File: src/rtl/multiplicador_pkg.sv
// Shared definitions for the sequential matrix multiplier: controller state
// encoding and the helper that sizes the i/j/k index counters.
package multiplicador_pkg;

    typedef enum logic [1:0] {
        IDLE = 2'd0,
        RUN  = 2'd1,
        DONE = 2'd2
    } state_t;

    // Width of a counter that walks 0..n-1; never narrower than one bit so
    // that degenerate dimensions of size 1 still get a real register.
    function automatic int idx_width(input int n);
        return (n > 1) ? $clog2(n) : 1;
    endfunction

    // Index widths for the default 2x4 * 4x2 configuration.
    localparam int M_DEF  = 4;
    localparam int N_DEF  = 2;
    localparam int P_DEF  = 2;
    localparam int KW_DEF = idx_width(M_DEF);
    localparam int IW_DEF = idx_width(N_DEF);
    localparam int JW_DEF = idx_width(P_DEF);

endpackage

File: src/rtl/multiplicador_mac.sv
// One multiply-accumulate step: both operands are widened to the result width
// (sign- or zero-extended), multiplied, and added to the running sum. All
// arithmetic wraps modulo 2^EBit, which equals extending the full product.
module multiplicador_mac #(
    parameter int Bit    = 3,
    parameter int EBit   = 2*Bit+2,
    parameter bit SIGNED = 1'b0
) (
    input  logic [Bit-1:0]  a_i,
    input  logic [Bit-1:0]  b_i,
    input  logic [EBit-1:0] acc_i,
    output logic [EBit-1:0] sum_o
);

    logic [EBit-1:0] aExt;
    logic [EBit-1:0] bExt;
    logic [EBit-1:0] prod;

    // Widen the operands, then form the single product and the wrapping sum.
    always_comb begin
        if (SIGNED) begin
            aExt = EBit'($signed(a_i));
            bExt = EBit'($signed(b_i));
        end else begin
            aExt = EBit'(a_i);
            bExt = EBit'(b_i);
        end
        prod  = aExt * bExt;
        sum_o = acc_i + prod;
    end

endmodule

File: src/rtl/multiplicador_seq.sv
// Sequential matrix multiplier C = A * B using a single MAC unit. One MAC is
// performed per RUN cycle; finished elements go to an internal buffer and the
// whole buffer is published on out only when the last element completes.
module multiplicador_seq
    import multiplicador_pkg::*;
#(
    parameter int Bit    = 3,
    parameter int EBit   = 2*Bit+2,
    parameter int M      = 4,
    parameter int N      = 2,
    parameter int P      = 2,
    parameter bit SIGNED = 1'b0
) (
    input  logic                  clk,
    input  logic                  rst_n,
    input  logic                  start,
    input  logic [N*M*Bit-1:0]    in1,
    input  logic [M*P*Bit-1:0]    in2,
    output logic                  busy,
    output logic                  done,
    output logic [N*P*EBit-1:0]   out
);

    localparam int KW = idx_width(M);
    localparam int IW = idx_width(N);
    localparam int JW = idx_width(P);

    localparam logic [KW-1:0] KLAST = KW'(M-1);
    localparam logic [IW-1:0] ILAST = IW'(N-1);
    localparam logic [JW-1:0] JLAST = JW'(P-1);

    state_t stateQ;

    // Operand copies taken at acceptance, so later input changes are harmless.
    logic [Bit-1:0]  aQ   [N][M];
    logic [Bit-1:0]  bQ   [M][P];
    logic [EBit-1:0] bufQ [N][P];

    logic [IW-1:0]        iQ;
    logic [JW-1:0]        jQ;
    logic [KW-1:0]        kQ;
    logic [EBit-1:0]      accQ;
    logic [N*P*EBit-1:0]  outQ;
    logic                 busyQ;
    logic                 doneQ;

    logic [Bit-1:0]  aCur;
    logic [Bit-1:0]  bCur;
    logic [EBit-1:0] accD;

    // Select A[i][k] and B[k][j] with constant-index compares so any
    // dimension (including non-powers of two) maps cleanly onto the counters.
    always_comb begin
        aCur = '0;
        bCur = '0;
        for (int i = 0; i < N; i++) begin
            for (int k = 0; k < M; k++) begin
                if (iQ == IW'(i) && kQ == KW'(k)) begin
                    aCur = aQ[i][k];
                end
            end
        end
        for (int k = 0; k < M; k++) begin
            for (int j = 0; j < P; j++) begin
                if (kQ == KW'(k) && jQ == JW'(j)) begin
                    bCur = bQ[k][j];
                end
            end
        end
    end

    multiplicador_mac #(
        .Bit    (Bit),
        .EBit   (EBit),
        .SIGNED (SIGNED)
    ) u_mac (
        .a_i   (aCur),
        .b_i   (bCur),
        .acc_i (accQ),
        .sum_o (accD)
    );

    // Controller and datapath registers: accept, iterate i/j/k, publish, return.
    always_ff @(posedge clk or negedge rst_n) begin
        if (!rst_n) begin
            stateQ <= IDLE;
            iQ     <= '0;
            jQ     <= '0;
            kQ     <= '0;
            accQ   <= '0;
            outQ   <= '0;
            busyQ  <= 1'b0;
            doneQ  <= 1'b0;
            for (int i = 0; i < N; i++) begin
                for (int k = 0; k < M; k++) begin
                    aQ[i][k] <= '0;
                end
                for (int j = 0; j < P; j++) begin
                    bufQ[i][j] <= '0;
                end
            end
            for (int k = 0; k < M; k++) begin
                for (int j = 0; j < P; j++) begin
                    bQ[k][j] <= '0;
                end
            end
        end else begin
            case (stateQ)
                IDLE: begin
                    doneQ <= 1'b0;
                    if (start) begin
                        for (int i = 0; i < N; i++) begin
                            for (int k = 0; k < M; k++) begin
                                aQ[i][k] <= in1[(i*M + k)*Bit +: Bit];
                            end
                        end
                        for (int k = 0; k < M; k++) begin
                            for (int j = 0; j < P; j++) begin
                                bQ[k][j] <= in2[(j*M + k)*Bit +: Bit];
                            end
                        end
                        iQ     <= '0;
                        jQ     <= '0;
                        kQ     <= '0;
                        accQ   <= '0;
                        busyQ  <= 1'b1;
                        stateQ <= RUN;
                    end
                end

                RUN: begin
                    if (kQ == KLAST) begin
                        for (int i = 0; i < N; i++) begin
                            for (int j = 0; j < P; j++) begin
                                if (iQ == IW'(i) && jQ == JW'(j)) begin
                                    bufQ[i][j] <= accD;
                                end
                            end
                        end
                        accQ <= '0;
                        kQ   <= '0;
                        if (jQ == JLAST) begin
                            jQ <= '0;
                            if (iQ == ILAST) begin
                                iQ     <= '0;
                                doneQ  <= 1'b1;
                                stateQ <= DONE;
                                for (int i = 0; i < N; i++) begin
                                    for (int j = 0; j < P; j++) begin
                                        if (iQ == IW'(i) && jQ == JW'(j)) begin
                                            outQ[(i*P + j)*EBit +: EBit] <= accD;
                                        end else begin
                                            outQ[(i*P + j)*EBit +: EBit] <= bufQ[i][j];
                                        end
                                    end
                                end
                            end else begin
                                iQ <= iQ + IW'(1);
                            end
                        end else begin
                            jQ <= jQ + JW'(1);
                        end
                    end else begin
                        accQ <= accD;
                        kQ   <= kQ + KW'(1);
                    end
                end

                DONE: begin
                    doneQ  <= 1'b0;
                    busyQ  <= 1'b0;
                    stateQ <= IDLE;
                end

                default: begin
                    doneQ  <= 1'b0;
                    busyQ  <= 1'b0;
                    stateQ <= IDLE;
                end
            endcase
        end
    end

    assign busy = busyQ;
    assign done = doneQ;
    assign out  = outQ;

endmodule

File: config.mk
export PLATFORM = sky130hd
export DESIGN_NAME = multiplicador_seq
export DESIGN_NICKNAME = d
export VERILOG_FILES = /design/src/rtl/multiplicador_pkg.sv /design/src/rtl/multiplicador_mac.sv /design/src/rtl/multiplicador_seq.sv
export SDC_FILE = /design/constraint.sdc
export NUM_CORES = 1
export LEC_CHECK = 0
export CORE_MARGIN = 3
export CORE_UTILIZATION = 54
export CTS_BUF_LIST = sky130_fd_sc_hd__clkbuf_2
export CTS_CLUSTER_SIZE = 25
export DETAILED_ROUTE_END_ITERATION = 8
export PLACE_DENSITY = 0.8
export RECOVER_POWER = 25
export SLEW_MARGIN = 10
export SYNTH_ARGS = -nofsm -noshare
export SYNTH_HDL_FRONTEND = slang
export SYNTH_SLANG_ARGS = --single-unit
File: constraint.sdc
create_clock -name clk -period 5.55 [get_ports clk]
set_input_delay 0.555 -clock clk [delete_from_list [all_inputs] [get_ports clk]]
set_output_delay 0.555 -clock clk [all_outputs]
set_load 0.01 [all_outputs]
---- Yosys cells after proc, flatten, opt, wreduce, memory -nomap -nowiden ----
Index checks and enable logic that the tools add are counted.
storage, ports and cells
  register bits after elaboration ......... 128
  output and inout port bits .............. 34
  input bits .............................. 51
cells by class
  reductions and logical operators ........ 32
  bitwise gates (word level) .............. 3
  muxes and demuxes ....................... 45
  multiply operators ...................... 1
  equal/unequal tests ..................... 8
  $add $sub $neg .......................... 4
operators with widths
  cell                                                             number
  3-bit 2-to-1 mux                                                 16
  8-bit 2-to-1 mux                                                 6
  1-bit logical AND                                                20
  8-bit one-hot mux with 2 select lines                            1
  2-bit 2-to-1 mux                                                 6
  4-bit AND reduction                                              3
  1-bit 2-to-1 mux                                                 11
  8-bit adder                                                      1
  2-bit != test, second input constant                             4
  2-bit one-hot mux with 2 select lines                            2
  2-bit AND reduction                                              4
  3-bit by 3-bit multiplier with 6-bit output                      1
  1-bit one-hot mux with 2 select lines                            3
  3-bit AND reduction                                              2
  2-bit by 1-bit == test with 1-bit output, second input constant  2
  2-bit == test, second input constant                             2
  2-bit logical NOT                                                2
  1-bit NOT                                                        3
  1-bit adder, second input constant                               2
  2-bit by 1-bit adder with 2-bit output, second input constant    1
  2-bit nonzero test                                               1

---- Logic depth before layout (Yosys ltp) ----
Gate-level depths: netlist (run 1).
  word-level depth ........................ 14
  depth in mapped cells ................... 20

---- Hierarchy ----
From an unflattened synthesis (run 1), not the netlist that was laid out.
second synthesis, totals
  cells, all modules ...................... 402
  area total of the unflattened synthesis .. 5,505.3 sq um
modules (own cells, without submodules)
  module             times used  area an instance (sq um)  seq. area each (sq um)  cells each
  multiplicador_seq  1           5,053.6                   3,002.9                 345
  multiplicador_mac  1           451.7                     0.0                     57

---- Least setup slack after synthesis (run 1) ----
OpenSTA, ideal clock, no wires.
  path kind ............................... register to register
  start ................................... reg kQ[0]
  end ..................................... reg outQ[30], in the netlist out[30]
  data required time ...................... 5.486 ns
  arrival time ............................ 4.190 ns
  path slack .............................. 1.296 ns
  path buffers ............................ 1
  stages on the path, launching flop included .. 20
  cell sequence ........................... dfrtp_1 > inv_1 > ha_1 > buf_6 > nor3b_1 > a211o_1 > a32o_1 > a22o_1 > or2_1 > fa_1 > inv_1 > ha_1 > fa_1 > xor2_1 > ha_1 > o21ai_0 > a2111o_1 > o311ai_1 > and2_1 > a21o_1
on the way
  cells in the longest elaborated chain, start to end .. 13
ends and longest elaborated chain
  what                                                      RTL line                                          text
  start: declaration                                        multiplicador_seq.sv:41                           logic [KW-1:0] kQ;
  start signal: assignment                                  multiplicador_seq.sv:165                          kQ <= kQ + KW'(1);
  2-bit logical NOT                                         multiplicador_seq.sv:58, multiplicador_seq.sv:65
  1-bit logical AND, on equally long branches               multiplicador_seq.sv:58, multiplicador_seq.sv:65
  3-bit 2-to-1 mux, on equally long branches (8 in series)  multiplicador_seq.sv:58, multiplicador_seq.sv:65
  3-bit by 3-bit multiplier with 6-bit output               multiplicador_mac.sv:28                           prod = aExt * bExt;
  8-bit adder                                               multiplicador_mac.sv:29                           sum_o = acc_i + prod;
  8-bit 2-to-1 mux                                          --
  end signal: indexed assignment                            multiplicador_seq.sv:153                          outQ[(i*P + j)*EBit +: EBit] <= bufQ[i][j];
  end: declaration                                          multiplicador_seq.sv:43                           logic [N*P*EBit-1:0] outQ;
Several ways; a longest one is shown, not always the timed one.
A chain may end at the register's enable or synchronous reset.

---- Worst setup path after layout (run 1) ----
  start ................................... reg kQ[1]
  end ..................................... reg outQ[30], in the netlist out[30]
Same word-level chain as after synthesis.

==> metrics.md, run 1 <==
| Metric | Value |
|---|---|
| Internal power | 2.59 mW |
| Clock Power Share | 13.3% |
| Total Wirelength | 11400 um |
| Via density | 5.41 |
| Simple-gate portion of the synthesized area | 11.4% |
| Max-cap violation count | 4 |
| Initial antenna violation count | 0 |
| Synth Area in Adders | 4.66% |
| Post-synth EDFFs | 0 |
| Die X-Extent | 108 um |
| TritonCTS clock tree | built |
| Setup TNS Final | 0 ns |
| Number of port buffers | 84 |
| Clock sinks | 120 |
| Crit start category | flop |
| Placeable Area | 9910 um^2 |
| Post-synthesis area per instance | 11.4 um^2 |
| CTS clock-pin slew for the worst setup and hold paths | 0.18 ns |
| Area delta synth->final | 20.3% |
| Post-Synthesis Cells | 490 |
| Reg2Reg Setup Slack | 0.64 ns |
| Nets@finish | 643 |
| Final ANT Viol Nets | 0 |
| Pwr Density | 640 nW/um^2 |
| #FFs+latches synth | 120 |
| Die height | 108 um |
| Reg2reg start | kQ[1]$_DFFE_PN0P_ |
| Worst slack at placement | 0.712 ns |
| Max Slew Vio Count | 131 |
| Final instance area | 6730 um^2 |
| Combinational share of power | 50.7% |
| Hold Path Class | in -> reg |
| DR pass1 iterations | 5 |
| CTS Buf Count | 17 |
| Lkg Pwr | 3.12 nW |
| Final setup fails | 0 |
| Commonest non-fill, non-tap cell in the layout | dfrtp_1 |
| Unique cell type count in the Yosys netlist | 50 |
| Sw Pwr | 1.71 mW |
| HP Start | in1[12] |
| Initial drt markers | 136 |
| R2R cell count | 17 |
| CP endpoint kind | flop |
| Post-route clock period utilization | 88.5% |
| Ys flop type | dfrtp_1 |
| Total number of vias | 3891 |
| First-pass GRT wire length | 19300 um |
| Total setup buffers inserted after CTS | 0 |
| Hold Path End | aQ[9]$_DFFE_PN0P_ |
| Antenna diodes | 0 |
| Ports | 85 |
| CTS max path bufs | 2 |
| Sequential fraction of the synthesis area | 53.7% |
| Last weighted congestion value of the routability-driven placer | 0.890 |
| Placement Cell Area | 6480 um^2 |
| Synth warnings | 0 |
| Multiplexer share of the synthesized area | 15.3% |
| Die Area | 11600 um^2 |
| Gr usage total | 21.1% |
| Worst Slack Setup Final | 0.639 ns |
| Crit path max fanout | 16 |
| Initial Util | 56.4% |
| Max transition margin | -112% |
| Final Hold Vio Count | 0 |
| Setup repair after global routing missed its margin | false |
| Largest net degree at the start of global routing | 62 |
| Failing checks | capacitance limit, slew limit |
| Switching share of power | 39.8% |
| Crit Path Class | reg -> reg |
| R2R Path End | out[30]$_DFFE_PN0P_ |
| Commonest non-fill, non-tap cells in the layout | 120 x dfrtp_1, 101 x nand2_1, 83 x clkdlybuf4s50_1 |
| Clk_lat worst skew | 0.67 ns |
| Gr ovfl total | 0 |
| Syn_nets | 560 |
| Drt wl/cell | 15.8 um |
| Hpwl dp | 8000 um |
| Synth Cell Area | 5590 um^2 |
| Cells on Worst Hold Path | 3 |
| Req. time, crit path | 6.15 ns |
| Synth async-reset ratio | 100% |
| Post-Synth XOR/XNOR Area | 0.783% |
| Measured slew at the worst slew-check pin | 3.19 ns |
| Minimum clock period | 4.91 ns |
| Root Driver | clkbuf_2 |
| Depth of the CTS H-tree | 4 |
| Compound-cell area share of the yosys netlist | 10.1% |
| Status | complete, but fails checks |
| WP data arrival | 5.51 ns |
| DRC | 0 |
| Num rows | 36 |
| Flop pwr share | 36.0% |
| Peak VDD IR | 0.000300 V |
| Fmax | 204 MHz |
| Clock Skews | 0.0293 ns |
| Share of cells above drive strength 1 | 18.9% |
| Via count of the first global-routing pass | 4007 |
| Largest family of logic cells by synthesized area | multiplexers |
[final cells by class]
cell class / instances / area, um^2
timing repair buffer: 89 / 868
clock buffer: 17 / 85.1
sequential: 120 / 3000
clock inverter: 15 / 160
inverter: 22 / 83.8
fill: 755 / 3180
multi-input combinational: 323 / 2360
tap: 133 / 166
[cell families after synthesis]
| family | after synthesis |
|---|---|
| and+or+nand+nor | 141 |
| DFF | 120 |
| AOI/OAI and AO/OA | 82 |
| muxes | 76 |
| buffers and inverters | 47 |
| adders and majority gates | 19 |
| xor gates and xnor gates | 5 |
[how the worst max path moves through the flow]
| stage | endpoint | depth (start not counted) | slack [ns] | startpoint |
|---|---|---|---|---|
| final | out[30]$_DFFE_PN0P_ | 17 | 0.64 | kQ[1]$_DFFE_PN0P_ |
| after CTS | out[30]$_DFFE_PN0P_ | 17 | 0.66 | kQ[1]$_DFFE_PN0P_ |
| after global placement | bufQ[31]$_DFFE_PN0P_ | 17 | 0.93 | kQ[1]$_DFFE_PN0P_ |
| after global routing | out[30]$_DFFE_PN0P_ | 17 | 0.26 | kQ[0]$_DFFE_PN0P_ |
| after detailed placement | out[30]$_DFFE_PN0P_ | 17 | 0.71 | kQ[1]$_DFFE_PN0P_ |
| after floorplan | out[30]$_DFFE_PN0P_ | 19 | 1.30 | kQ[0]$_DFFE_PN0P_ |
[flip-flops by register name, indices dropped and copies added, names as in the netlist]
signal	flops
stateQ	2
out	32
kQ	2
bufQ	24
jQ	1
done	1
aQ	24
iQ	1
busy	1
bQ	24
accQ	8
[power groups by stage]
stage	Sequential (mW)	Clock, mW	Combinational, mW
after global placement	1.56	0	2.11
after floorplan	1.50	0	1.58
after CTS	1.55	0.582	2.19
final	1.55	0.571	2.18
after global routing	1.60	0.626	2.43
after detailed placement	1.57	0	2.18
[layer usage]
layer | GRT usage [%] | vias to the layer above | routed length (um)
met5 | 0 | - | 0
li1 | - | 1858 | -
met4 | 8.39 | 0 | 198
met2 | 34.4 | 90 | 5590
met3 | 4.38 | 18 | 435
met1 | 27.8 | 1925 | 5150
[per-stage QoR]
| step | utilization [%] | power, mW | std cells | hold slack, ns |
|---|---|---|---|---|
| final | 67.9 | 4.30 | 719 | 0.444 |
| after global routing | 67.9 | 4.66 | 719 | 0.410 |
| after CTS | 68.0 | 4.32 | 719 | 0.411 |
| after global placement | 65.4 | 3.67 | 686 | 0.448 |
| after floorplan | - | 3.08 | 490 | 0.259 |
| after detailed placement | 65.4 | 3.75 | 686 | 0.456 |
[cell usage after synthesis (2+ instances only)]
master	number	area [um^2]
a221oi_1	6	52.6
mux2i_1	5	50.1
a211oi_1	6	45.0
dfrtp_1	120	3000
nand2_1	101	379
a21o_1	5	37.5
a211o_1	4	35.0
nor2_1	11	41.3
clkbuf_1	6	22.5
a22o_1	11	96.3
buf_2	13	65.1
buf_6	3	33.8
mux2_2	70	788
a21oi_2	2	17.5
ha_1	16	200
and3_1	2	12.5
nor2b_1	8	50.1
a21oi_1	17	85.1
nand3b_1	2	15.0
fa_1	3	60.1
o21ai_0	18	90.1
a32o_1	2	20.0
buf_4	3	22.5
nor3b_1	3	22.5
nand2b_1	3	18.8
inv_1	21	78.8
or2_1	3	18.8
xnor2_1	4	35.0
[worst max-delay path, stage by stage (launching register included)]
cell      delay (ns)
dfrtp_1         0.44
inv_1           0.08
ha_1            0.37
nor3b_1         0.22
a211o_1         0.28
a32o_1          0.20
a22o_1          0.25
or2_1           0.24
fa_1            0.53
inv_1           0.05
ha_1            0.22
fa_1            0.45
ha_1            0.33
o21ai_0         0.23
a21oi_1         0.09
o311ai_1        0.56
and2_1          0.23
a21o_1          0.08
[repair_timing]
item | CTS | global route
endpoints found under the hold margin | 59 | 0
hold buffers | 1 | 0
resized for setup | 0 | 0
Power figures use the tool's default switching activity.
==> run 2, diff against run 1 <==
--- a/config.mk
+++ b/config.mk
@@ -5,12 +5,14 @@
 export SDC_FILE = /design/constraint.sdc
 export NUM_CORES = 1
 export LEC_CHECK = 0
+export CAP_MARGIN = 15
 export CORE_MARGIN = 3
 export CORE_UTILIZATION = 54
 export CTS_BUF_LIST = sky130_fd_sc_hd__clkbuf_2
 export CTS_CLUSTER_SIZE = 25
 export DETAILED_ROUTE_END_ITERATION = 8
-export PLACE_DENSITY = 0.8
+export DONT_BUFFER_PORTS = 1
+export PLACE_DENSITY = 0.69
 export RECOVER_POWER = 25
 export SLEW_MARGIN = 10
 export SYNTH_ARGS = -nofsm -noshare
==> metrics.md, run 2 (synthesized netlist as in run 1, its figures left out) <==
| Metric | Value |
|---|---|
| Status | complete, but fails checks |
| Failing checks | capacitance limit, slew limit |
| Max Slew Vio Count | 121 |
| Lkg Pwr | 3.00 nW |
| R2R Path End | bufQ[14]$_DFFE_PN0P_ |
| Measured slew at the worst slew-check pin | 2.90 ns |
| Clock Skews | 0.0278 ns |
| Final setup fails | 0 |
| TritonCTS clock tree | built |
| Die X-Extent | 108 um |
| Internal power | 2.34 mW |
| CTS Buf Count | 17 |
| Clock sinks | 120 |
| Req. time, crit path | 6.17 ns |
| Flop pwr share | 40.1% |
| Setup TNS Final | 0 ns |
| CTS max path bufs | 2 |
| Placeable Area | 9910 um^2 |
| Final instance area | 6310 um^2 |
| R2R cell count | 16 |
| Area delta synth->final | 12.9% |
| Crit path max fanout | 16 |
| Post-route clock period utilization | 86.4% |
| Ports | 85 |
| Via count of the first global-routing pass | 3834 |
| Finished Layout Cells | 682 |
| DRC | 0 |
| WP data arrival | 5.41 ns |
| Gr usage total | 21.2% |
| Placement Cell Area | 5640 um^2 |
| Total Wirelength | 11400 um |
| First-pass GRT wire length | 18900 um |
| Number of port buffers | 0 |
| Commonest non-fill, non-tap cell in the layout | dfrtp_1 |
| Root Driver | clkbuf_2 |
| Crit Path Class | reg -> reg |
| Reg2Reg Setup Slack | 0.76 ns |
| Nets@finish | 607 |
| CP endpoint kind | flop |
| Final Hold Vio Count | 0 |
| Min Hold Slack | 0.414 ns |
| Max-cap violation count | 1 |
| Via density | 5.44 |
| Initial antenna violation count | 0 |
| Total setup buffers inserted after CTS | 0 |
| Hold Path Class | in -> reg |
| Last weighted congestion value of the routability-driven placer | 0.883 |
| Minimum clock period | 4.79 ns |
| Layout Utilization | 63.7% |
| Total number of vias | 3713 |
| Drt wl/cell | 16.6 um |
| Reg2reg start | kQ[1]$_DFFE_PN0P_ |
| Hpwl dp | 7440 um |
| Gr ovfl total | 0 |
| Share of cells above drive strength 1 | 20.2% |
| DR pass1 iterations | 4 |
| Largest register FFs | 32 |
| Commonest non-fill, non-tap cells in the layout | 120 x dfrtp_1, 101 x nand2_1, 70 x mux2_2 |
| Final ANT Viol Nets | 0 |
| Max transition margin | -93.4% |
| Pwr Density | 636 nW/um^2 |
| Fmax | 209 MHz |
| CTS clock-pin slew for the worst setup and hold paths | 0.16 ns |
| Dpl cells | 601 |
| Peak VDD IR | 0.000311 V |
| Crit start category | flop |
| Die Area | 11600 um^2 |
| Initial drt markers | 140 |
| Sw Pwr | 1.67 mW |
| CP startpoint | kQ[1]$_DFFE_PN0P_ |
| Clock Power Share | 11.4% |
| Combinational share of power | 48.4% |
| Setup repair after global routing missed its margin | false |
| Die height | 108 um |
| Switching share of power | 41.7% |
| Initial Util | 56.4% |
| Setup crit end | bufQ[14]$_DFFE_PN0P_ |
| Clk_lat worst skew | 0.69 ns |
| Num rows | 36 |
| Antenna diodes | 0 |
| Largest net degree at the start of global routing | 121 |
| Depth of the CTS H-tree | 4 |
run 2: per-stage QoR:
| stage | setup slack, ns | total power, mW |
|---|---|---|
| 3_3_place_gp | 0.919 | 3.47 |
| 6_report | 0.757 | 4.01 |
| 5_1_grt | 0.386 | 4.36 |
| 2_1_floorplan | 1.30 | 3.08 |
| 3_5_place_dp | 0.751 | 3.53 |
| 4_1_cts | 0.738 | 4.05 |
run 2: area by class of cell:
type,instances,area [um^2]
fillers,795,3600
flip-flops and latches,120,3000
multi-input cells,323,2360
repair buffers,53,518
well taps,133,166
clock buffers,18,90.1
clock inverters,13,88.8
inverters,22,83.8
run 2: what timing repair did:
action                                 CTS  global route
resized for setup                        0             0
hold buffers                            50             0
endpoints found under the hold margin  168             0
run 2: metal layers:
layer / share of wire, % / global-route usage [%] / vias to the layer above
met1: 45 / 26.7 / 1829
met2: 49 / 34.9 / 82
met5: 0 / 0 / -
li1: - / - / 1782
met4: 1.7 / 7.39 / 0
met3: 4.9 / 6.24 / 20
run 2: how the worst min path moves through the flow:
stage,cells after the start,to,slack (ns),startpoint
floorplan,0,aQ[0]$_DFFE_PN0P_,0.26,rst_n
global placement,0,aQ[6]$_DFFE_PN0P_,0.26,rst_n
detailed placement,0,aQ[6]$_DFFE_PN0P_,0.27,rst_n
CTS,3,iQ$_DFFE_PN0P_,0.36,start
global route,3,iQ$_DFFE_PN0P_,0.40,start
finish,3,iQ$_DFFE_PN0P_,0.41,start
run 2: power by group through the flow:
stage / logic (mW) / clock network, mW / registers, mW
after floorplan: 1.58 / 0 / 1.50
after global placement: 1.85 / 0 / 1.62
after detailed placement: 1.90 / 0 / 1.63
after CTS: 1.96 / 0.481 / 1.61
after global routing: 2.18 / 0.514 / 1.67
final: 1.94 / 0.459 / 1.61
run 2: critical path: stages, from the launching register on:
cell	delay (ns)
dfrtp_1	0.42
inv_1	0.08
ha_1	0.36
nor3b_1	0.22
a211o_1	0.26
a32o_1	0.20
a22o_1	0.27
or2_1	0.24
fa_1	0.53
inv_1	0.04
ha_1	0.21
fa_1	0.45
ha_1	0.34
o21ai_0	0.23
a21oi_1	0.09
o311ai_1	0.53
mux2_2	0.26
